### src/rtl/rtc_pkg.sv
// Shared definitions for the stopwatch lap-capture block.
// Holds the bus register map, the control-register bit positions and a
// helper that packs the status word returned by the CTRL and STAT reads.
package rtc_pkg;

   typedef enum logic [1:0] {
      REG_CTRL  = 2'd0,
      REG_VALUE = 2'd1,
      REG_LAP   = 2'd2,
      REG_STAT  = 2'd3
   } rtc_reg_e;

   localparam int CTRL_START_BIT = 0;
   localparam int CTRL_CLEAR_BIT = 1;
   localparam int CTRL_LAP_BIT   = 2;

   localparam int SW_W = 31;

   // Status word: {running, overflow, 2'b00, count zero-extended to 28 bits}
   function automatic logic [31:0] stat_word(input logic running,
                                             input logic overflow,
                                             input logic [27:0] count);
      return {running, overflow, 2'b00, count};
   endfunction

endpackage

### src/rtl/rtc_lap_fifo.sv
// Lap FIFO: 2**LGFIFO entries of WIDTH bits with occupancy count.
// Ports:
//   i_clk, i_reset  clock, async active-high reset (pointers/count only)
//   i_push, i_data  write request and data
//   i_pop           read request; o_data always shows the head entry
//   i_flush         empties the FIFO; overrides push and pop
//   o_full, o_empty, o_count  occupancy status (count 0..2**LGFIFO)
module rtc_lap_fifo #(
   parameter int LGFIFO = 3,
   parameter int WIDTH  = 31
) (
   input  logic              i_clk,
   input  logic              i_reset,
   input  logic              i_push,
   input  logic              i_pop,
   input  logic              i_flush,
   input  logic [WIDTH-1:0]  i_data,
   output logic [WIDTH-1:0]  o_data,
   output logic              o_full,
   output logic              o_empty,
   output logic [LGFIFO:0]   o_count
);

   localparam int DEPTH = 1 << LGFIFO;

   logic [WIDTH-1:0]  mem [DEPTH];
   logic [LGFIFO-1:0] wr_ptr_q, wr_ptr_d;
   logic [LGFIFO-1:0] rd_ptr_q, rd_ptr_d;
   logic [LGFIFO:0]   count_q, count_d;
   logic              do_push, do_pop;

   always_comb begin
      o_full  = (count_q == (LGFIFO+1)'(DEPTH));
      o_empty = (count_q == '0);
      do_pop  = i_pop & ~o_empty & ~i_flush;
      // A pop in the same cycle frees the slot, so push into a full FIFO succeeds
      do_push = i_push & (~o_full | do_pop) & ~i_flush;

      wr_ptr_d = wr_ptr_q;
      rd_ptr_d = rd_ptr_q;
      count_d  = count_q;
      if (i_flush) begin
         wr_ptr_d = '0;
         rd_ptr_d = '0;
         count_d  = '0;
      end else begin
         if (do_push) wr_ptr_d = wr_ptr_q + LGFIFO'(1);
         if (do_pop)  rd_ptr_d = rd_ptr_q + LGFIFO'(1);
         case ({do_push, do_pop})
            2'b10:   count_d = count_q + (LGFIFO+1)'(1);
            2'b01:   count_d = count_q - (LGFIFO+1)'(1);
            default: count_d = count_q;
         endcase
      end
   end

   always_ff @(posedge i_clk or posedge i_reset) begin
      if (i_reset) begin
         wr_ptr_q <= '0;
         rd_ptr_q <= '0;
         count_q  <= '0;
      end else begin
         wr_ptr_q <= wr_ptr_d;
         rd_ptr_q <= rd_ptr_d;
         count_q  <= count_d;
      end
   end

   // Storage is not reset; only the pointers define valid contents
   always_ff @(posedge i_clk) begin
      if (do_push) mem[wr_ptr_q] <= i_data;
   end

   assign o_data  = mem[rd_ptr_q];
   assign o_count = count_q;

endmodule

### src/rtl/rtc_lap_capture.sv
// Stopwatch lap-capture peripheral with a 4-register single-cycle bus.
// Ports:
//   i_clk, i_reset                clock, async active-high reset
//   i_wb_stb/we/addr/data         bus request (ack exactly one cycle later)
//   o_wb_ack, o_wb_data           registered acknowledge and read data
//   i_sw_value, i_sw_running      stopwatch BCD value and run state
//   o_sw_start/stop/clear         single-cycle stopwatch commands
//   i_lap                         lap pulse; captures i_sw_value while running
//   o_int                         lap data pending (registered count != 0)
module rtc_lap_capture
   import rtc_pkg::*;
#(
   parameter int LGFIFO = 3
) (
   input  logic        i_clk,
   input  logic        i_reset,
   input  logic        i_wb_stb,
   input  logic        i_wb_we,
   input  logic [1:0]  i_wb_addr,
   input  logic [31:0] i_wb_data,
   output logic        o_wb_ack,
   output logic [31:0] o_wb_data,
   input  logic [30:0] i_sw_value,
   input  logic        i_sw_running,
   output logic        o_sw_start,
   output logic        o_sw_stop,
   output logic        o_sw_clear,
   input  logic        i_lap,
   output logic        o_int
);

   rtc_reg_e        reg_sel;
   logic            wr_ctrl, wr_stat, rd_lap;
   logic            lap_evt, push_req, drop;
   logic [31:0]     rd_data;
   logic [SW_W-1:0] fifo_data;
   logic            fifo_full, fifo_empty;
   logic [LGFIFO:0] fifo_count;

   logic        ack_q, ack_d;
   logic [31:0] wb_data_q, wb_data_d;
   logic        start_q, start_d;
   logic        stop_q, stop_d;
   logic        clear_q, clear_d;
   logic        overflow_q, overflow_d;
   logic        int_q, int_d;

   logic unused_wdata;
   assign unused_wdata = ^i_wb_data[31:3];

   always_comb begin
      reg_sel  = rtc_reg_e'(i_wb_addr);
      wr_ctrl  = i_wb_stb & i_wb_we & (reg_sel == REG_CTRL);
      wr_stat  = i_wb_stb & i_wb_we & (reg_sel == REG_STAT);
      rd_lap   = i_wb_stb & ~i_wb_we & (reg_sel == REG_LAP);

      // External pulse and bus lap request merge into a single event
      lap_evt  = i_lap | (wr_ctrl & i_wb_data[CTRL_LAP_BIT]);
      push_req = lap_evt & i_sw_running;
      // Dropped only when full with no concurrent pop; a flush discards it anyway
      drop     = push_req & fifo_full & ~rd_lap & ~wr_stat;

      overflow_d = wr_stat ? 1'b0 : (overflow_q | drop);
      int_d      = (fifo_count != '0);
      ack_d      = i_wb_stb;

      start_d = wr_ctrl & i_wb_data[CTRL_START_BIT];
      stop_d  = wr_ctrl & ~i_wb_data[CTRL_START_BIT];
      // Clear is honoured together with a stop, or whenever the watch is idle
      clear_d = wr_ctrl & i_wb_data[CTRL_CLEAR_BIT] &
                (~i_wb_data[CTRL_START_BIT] | ~i_sw_running);

      rd_data = 32'h0;
      case (reg_sel)
         REG_CTRL, REG_STAT: rd_data = stat_word(i_sw_running, overflow_q, 28'(fifo_count));
         REG_VALUE:          rd_data = {1'b0, i_sw_value};
         REG_LAP:            rd_data = fifo_empty ? 32'h0 : {1'b1, fifo_data};
         default:            rd_data = 32'h0;
      endcase
      wb_data_d = (i_wb_stb & ~i_wb_we) ? rd_data : 32'h0;
   end

   always_ff @(posedge i_clk or posedge i_reset) begin
      if (i_reset) begin
         ack_q      <= 1'b0;
         wb_data_q  <= 32'h0;
         start_q    <= 1'b0;
         stop_q     <= 1'b0;
         clear_q    <= 1'b0;
         overflow_q <= 1'b0;
         int_q      <= 1'b0;
      end else begin
         ack_q      <= ack_d;
         wb_data_q  <= wb_data_d;
         start_q    <= start_d;
         stop_q     <= stop_d;
         clear_q    <= clear_d;
         overflow_q <= overflow_d;
         int_q      <= int_d;
      end
   end

   rtc_lap_fifo #(
      .LGFIFO (LGFIFO),
      .WIDTH  (SW_W)
   ) u_fifo (
      .i_clk   (i_clk),
      .i_reset (i_reset),
      .i_push  (push_req),
      .i_pop   (rd_lap),
      .i_flush (wr_stat),
      .i_data  (i_sw_value),
      .o_data  (fifo_data),
      .o_full  (fifo_full),
      .o_empty (fifo_empty),
      .o_count (fifo_count)
   );

   assign o_wb_ack   = ack_q;
   assign o_wb_data  = wb_data_q;
   assign o_sw_start = start_q;
   assign o_sw_stop  = stop_q;
   assign o_sw_clear = clear_q;
   assign o_int      = int_q;

endmodule

### config.mk
export PLATFORM = sky130hd
export DESIGN_NAME = rtc_lap_capture
export DESIGN_NICKNAME = d
export VERILOG_FILES = /design/src/rtl/rtc_pkg.sv /design/src/rtl/rtc_lap_fifo.sv /design/src/rtl/rtc_lap_capture.sv
export SDC_FILE = /design/constraint.sdc
export NUM_CORES = 1
export LEC_CHECK = 0
export BUFFER_PORTS_ARGS = -buffer_cell sky130_fd_sc_hd__buf_2
export CORE_ASPECT_RATIO = 0.8
export CORE_MARGIN = 8
export CORE_UTILIZATION = 32
export CTS_CLUSTER_DIAMETER = 30
export DETAILED_ROUTE_END_ITERATION = 16
export GPL_ROUTABILITY_DRIVEN = 0
export PLACE_DENSITY_LB_ADDON = 0.2
export SLEW_MARGIN = 20
export SYNTH_ARGS = -nofsm -noshare
export SYNTH_HDL_FRONTEND = slang
export SYNTH_SLANG_ARGS = --single-unit
### constraint.sdc
create_clock -name i_clk -period 6.2 [get_ports i_clk]
set_input_delay 0.62 -clock i_clk [delete_from_list [all_inputs] [get_ports i_clk]]
set_output_delay 0.62 -clock i_clk [all_outputs]
set_load 0.1 [all_outputs]
==> results.cfg <==
[routing]
vias = 6217
postRouteWirelength_um = 27900
m1WireLength_um = 11900
wl_met3_um = 1300
drcViolationCount = 0
top_layer = met5
vias_per_cell = 4.86
dr_wl_met2_um = 14000
ant_nets = 0
drtPass1Iterations = 4
first_iter_violations = 347
wl_per_cell_um = 21.8

[final_layout]
layout.cells.non_filler = 1278
final_cell_mix = edfxtp_1, buf_2, clkbuf_16
layout.nets = 830
drive_above_1_share_pct = 29.7
syn2layout_area_growth_pct = 24.9
layout_commonest_cell = edfxtp_1

[synthesis]
yosysWarnings = 0
ys_seq_elements = 296
synth_edf_count = 248
syn-cell-area_um2 = 11500
syn_area_per_cell_um2 = 18.2
synth_cells = 632
synth_async_sr_flop_share_pct = 16.2
yosysSeqAreaShare_pct = 75.3
synth-main-ff-cell = edfxtp_1
synth.top_cell.area_share_pct = 64.9
synth_cell_types = 39
syn-num-nets = 712
synth_largest_area_cell = edfxtp_1
synthTopCellsByArea = edfxtp_1, dfrtp_1, mux4_2

[sta]
tightest_slew_ps = 927
setup_tns_ps = 0
skew_ps = 16.1
rsz0062_at_grt = false
maxSlewHeadroom_pct = 38.0
hold_viol = 0
max_freq_ghz = 0.324
drv_slew = 0
timing.final.crit_share_pct = 49.8
post-route-min-period_ps = 3090
finalSetupViolCount = 0

[clocking]
cts_tree = built
insertion_delay_ps = 550
clk_pin_slew_ps = 50
numClockSinks = 296
cts_buffers = 58
cts_buffer_depth = 3
h-tree-depth = 2
ctsHoldBuffers = 0
ctsResizeCount = 0
cts_root_buf = clkbuf_16
postCtsSetupRepairBufs = 0

[power]
p_per_area_nw_per_um2 = 441
leakagePower_nw = 4.96
vdd_ir_drop_max_v = 0.000193

[placed_design]
hpwl_um = 14500
portBuffers = 78
post-place-cells = 1170

[hold_path]
hp-class = in2reg
worstHoldStart = i_wb_data[0]
holdPathEnd = o_sw_stop
whs_path_depth = 2

[floorplanning]
fp.dieW_um = 228
ios = 108
die-area_um2 = 42200
dieHeight_um = 185
num_rows = 62
start_util_pct = 32.2
fp.coreArea_um2 = 35600

[global_route]
grt_pass1_vias = 6917
antenna_found_initial = 3
globalRouteTotalUtil_pct = 13.1
grt_max_degree = 51
gr-total-overflow = 0
grt_pass1_wl_um = 42200

[job]
maxCapViolations = 0

[critical_path]
rrSetupSlack_ps = 3110
critical_path.max_fanout = 9
critical_path_required_ps = 6670
cp-start-kind = flop
crit_start = u_fifo.o_count[1]
rr_startpoint = u_fifo.o_count[1]
reg2reg_depth = 10
cp.arrival_ps = 3550
rr_endpoint = u_fifo.o_count[2]
critical_path_class = reg2reg
end_kind = flop

[outcome]
status = completed
[worst max-delay path, stage by stage (launching register included)]
cell	delay [ps]
dfrtp_1	530
nor3_1	150
a311oi_2	590
nand2_2	250
ha_1	340
xor2_1	180
ha_1	200
a21oi_1	180
xor2_1	120
or3_1	310
a21oi_1	150
[metal layers]
layer / GRT usage, % / up-vias
li1: - / 2785
met1: 15.7 / 3227
met2: 23.0 / 143
met3: 3.18 / 58
met4: 4.46 / 4
met5: 0 / -
[synth_stat cells, drive strengths merged (3+ instances only)]
master / instances
nor3: 5
a21oi: 35
mux2i: 56
dfrtp: 48
mux4: 36
nand3: 11
o21ai: 5
nor2: 12
clkbuf: 16
buf: 19
a221o: 5
nand2: 36
nand3b: 3
a22oi: 26
edfxtp: 248
ha: 9
xor2: 3
nand2b: 9
inv: 6
o211ai: 26
[cell families (layout without fill, tap and decap cells)]
family | after synthesis | count (layout) | synth area share, %
AO/OA/AOI/OAI | 106 | 106 | 6.30
XOR/XNOR | 3 | 3 | 0.229
adder cells (fa/ha/maj) | 9 | 9 | 0.981
buffers and inverters | 41 | 206 | 1.68
flip-flops | 296 | 296 | 75.3
multiplexers | 92 | 92 | 11.9
other | 0 | 1 | 0
AND/OR/NAND/NOR | 85 | 85 | 3.55
[per-stage QoR]
step | setup WS (ps) | power [mW] | cell area [µm²] | hold WS [ps] | utilization (%)
3_3_place_gp | 2650 | 3.43 | 12500 | 496 | 35.0
4_1_cts | 3130 | 6.41 | 14300 | 225 | 40.3
6_report | 3110 | 6.32 | 14300 | 246 | 40.3
2_1_floorplan | 1120 | 3.20 | 11500 | 467 | -
5_1_grt | 2810 | 6.58 | 14300 | 231 | 40.3
3_5_place_dp | 2630 | 3.46 | 12500 | 495 | 35.0
[layout make-up]
cell class | count | area [µm²]
multi-input cells | 295 | 2680
clock buffers | 70 | 1540
fillers | 3214 | 21300
repair buffers | 93 | 503
flip-flops and latches | 296 | 8650
diodes | 1 | 2.50
well taps | 480 | 601
inverters | 6 | 22.5
clock inverters | 37 | 335
[where the power goes]
group / total [mW] / switching, mW / internal [mW]
sequential: 2.50 / 0.187 / 2.31
combinational: 0.910 / 0.511 / 0.399
clock: 2.91 / 0.986 / 1.93
total: 6.32 / 1.68 / 4.64
[registers in the layout, indices dropped and copies added, names as in the netlist]
register / count
overflow_q: 1
u_fifo.o_count: 4
u_fifo.rd_ptr_q: 3
o_wb_ack: 1
o_sw_clear: 1
o_sw_start: 1
o_sw_stop: 1
o_wb_data: 32
u_fifo.wr_ptr_q: 3
u_fifo.mem: 248
o_int: 1
[worst max path at each step]
stage                        endpoint  slack [ps]  cells after the start
floorplan            u_fifo.mem[0][0]        1120                      6
global placement        o_wb_data[30]        2650                      7
detailed placement  u_fifo.o_count[2]        2630                     13
CTS                 u_fifo.o_count[2]        3130                     10
global route        u_fifo.o_count[2]        2810                     10
finish              u_fifo.o_count[2]        3110                     10
Note: power is estimated with default switching activity, not from simulation.
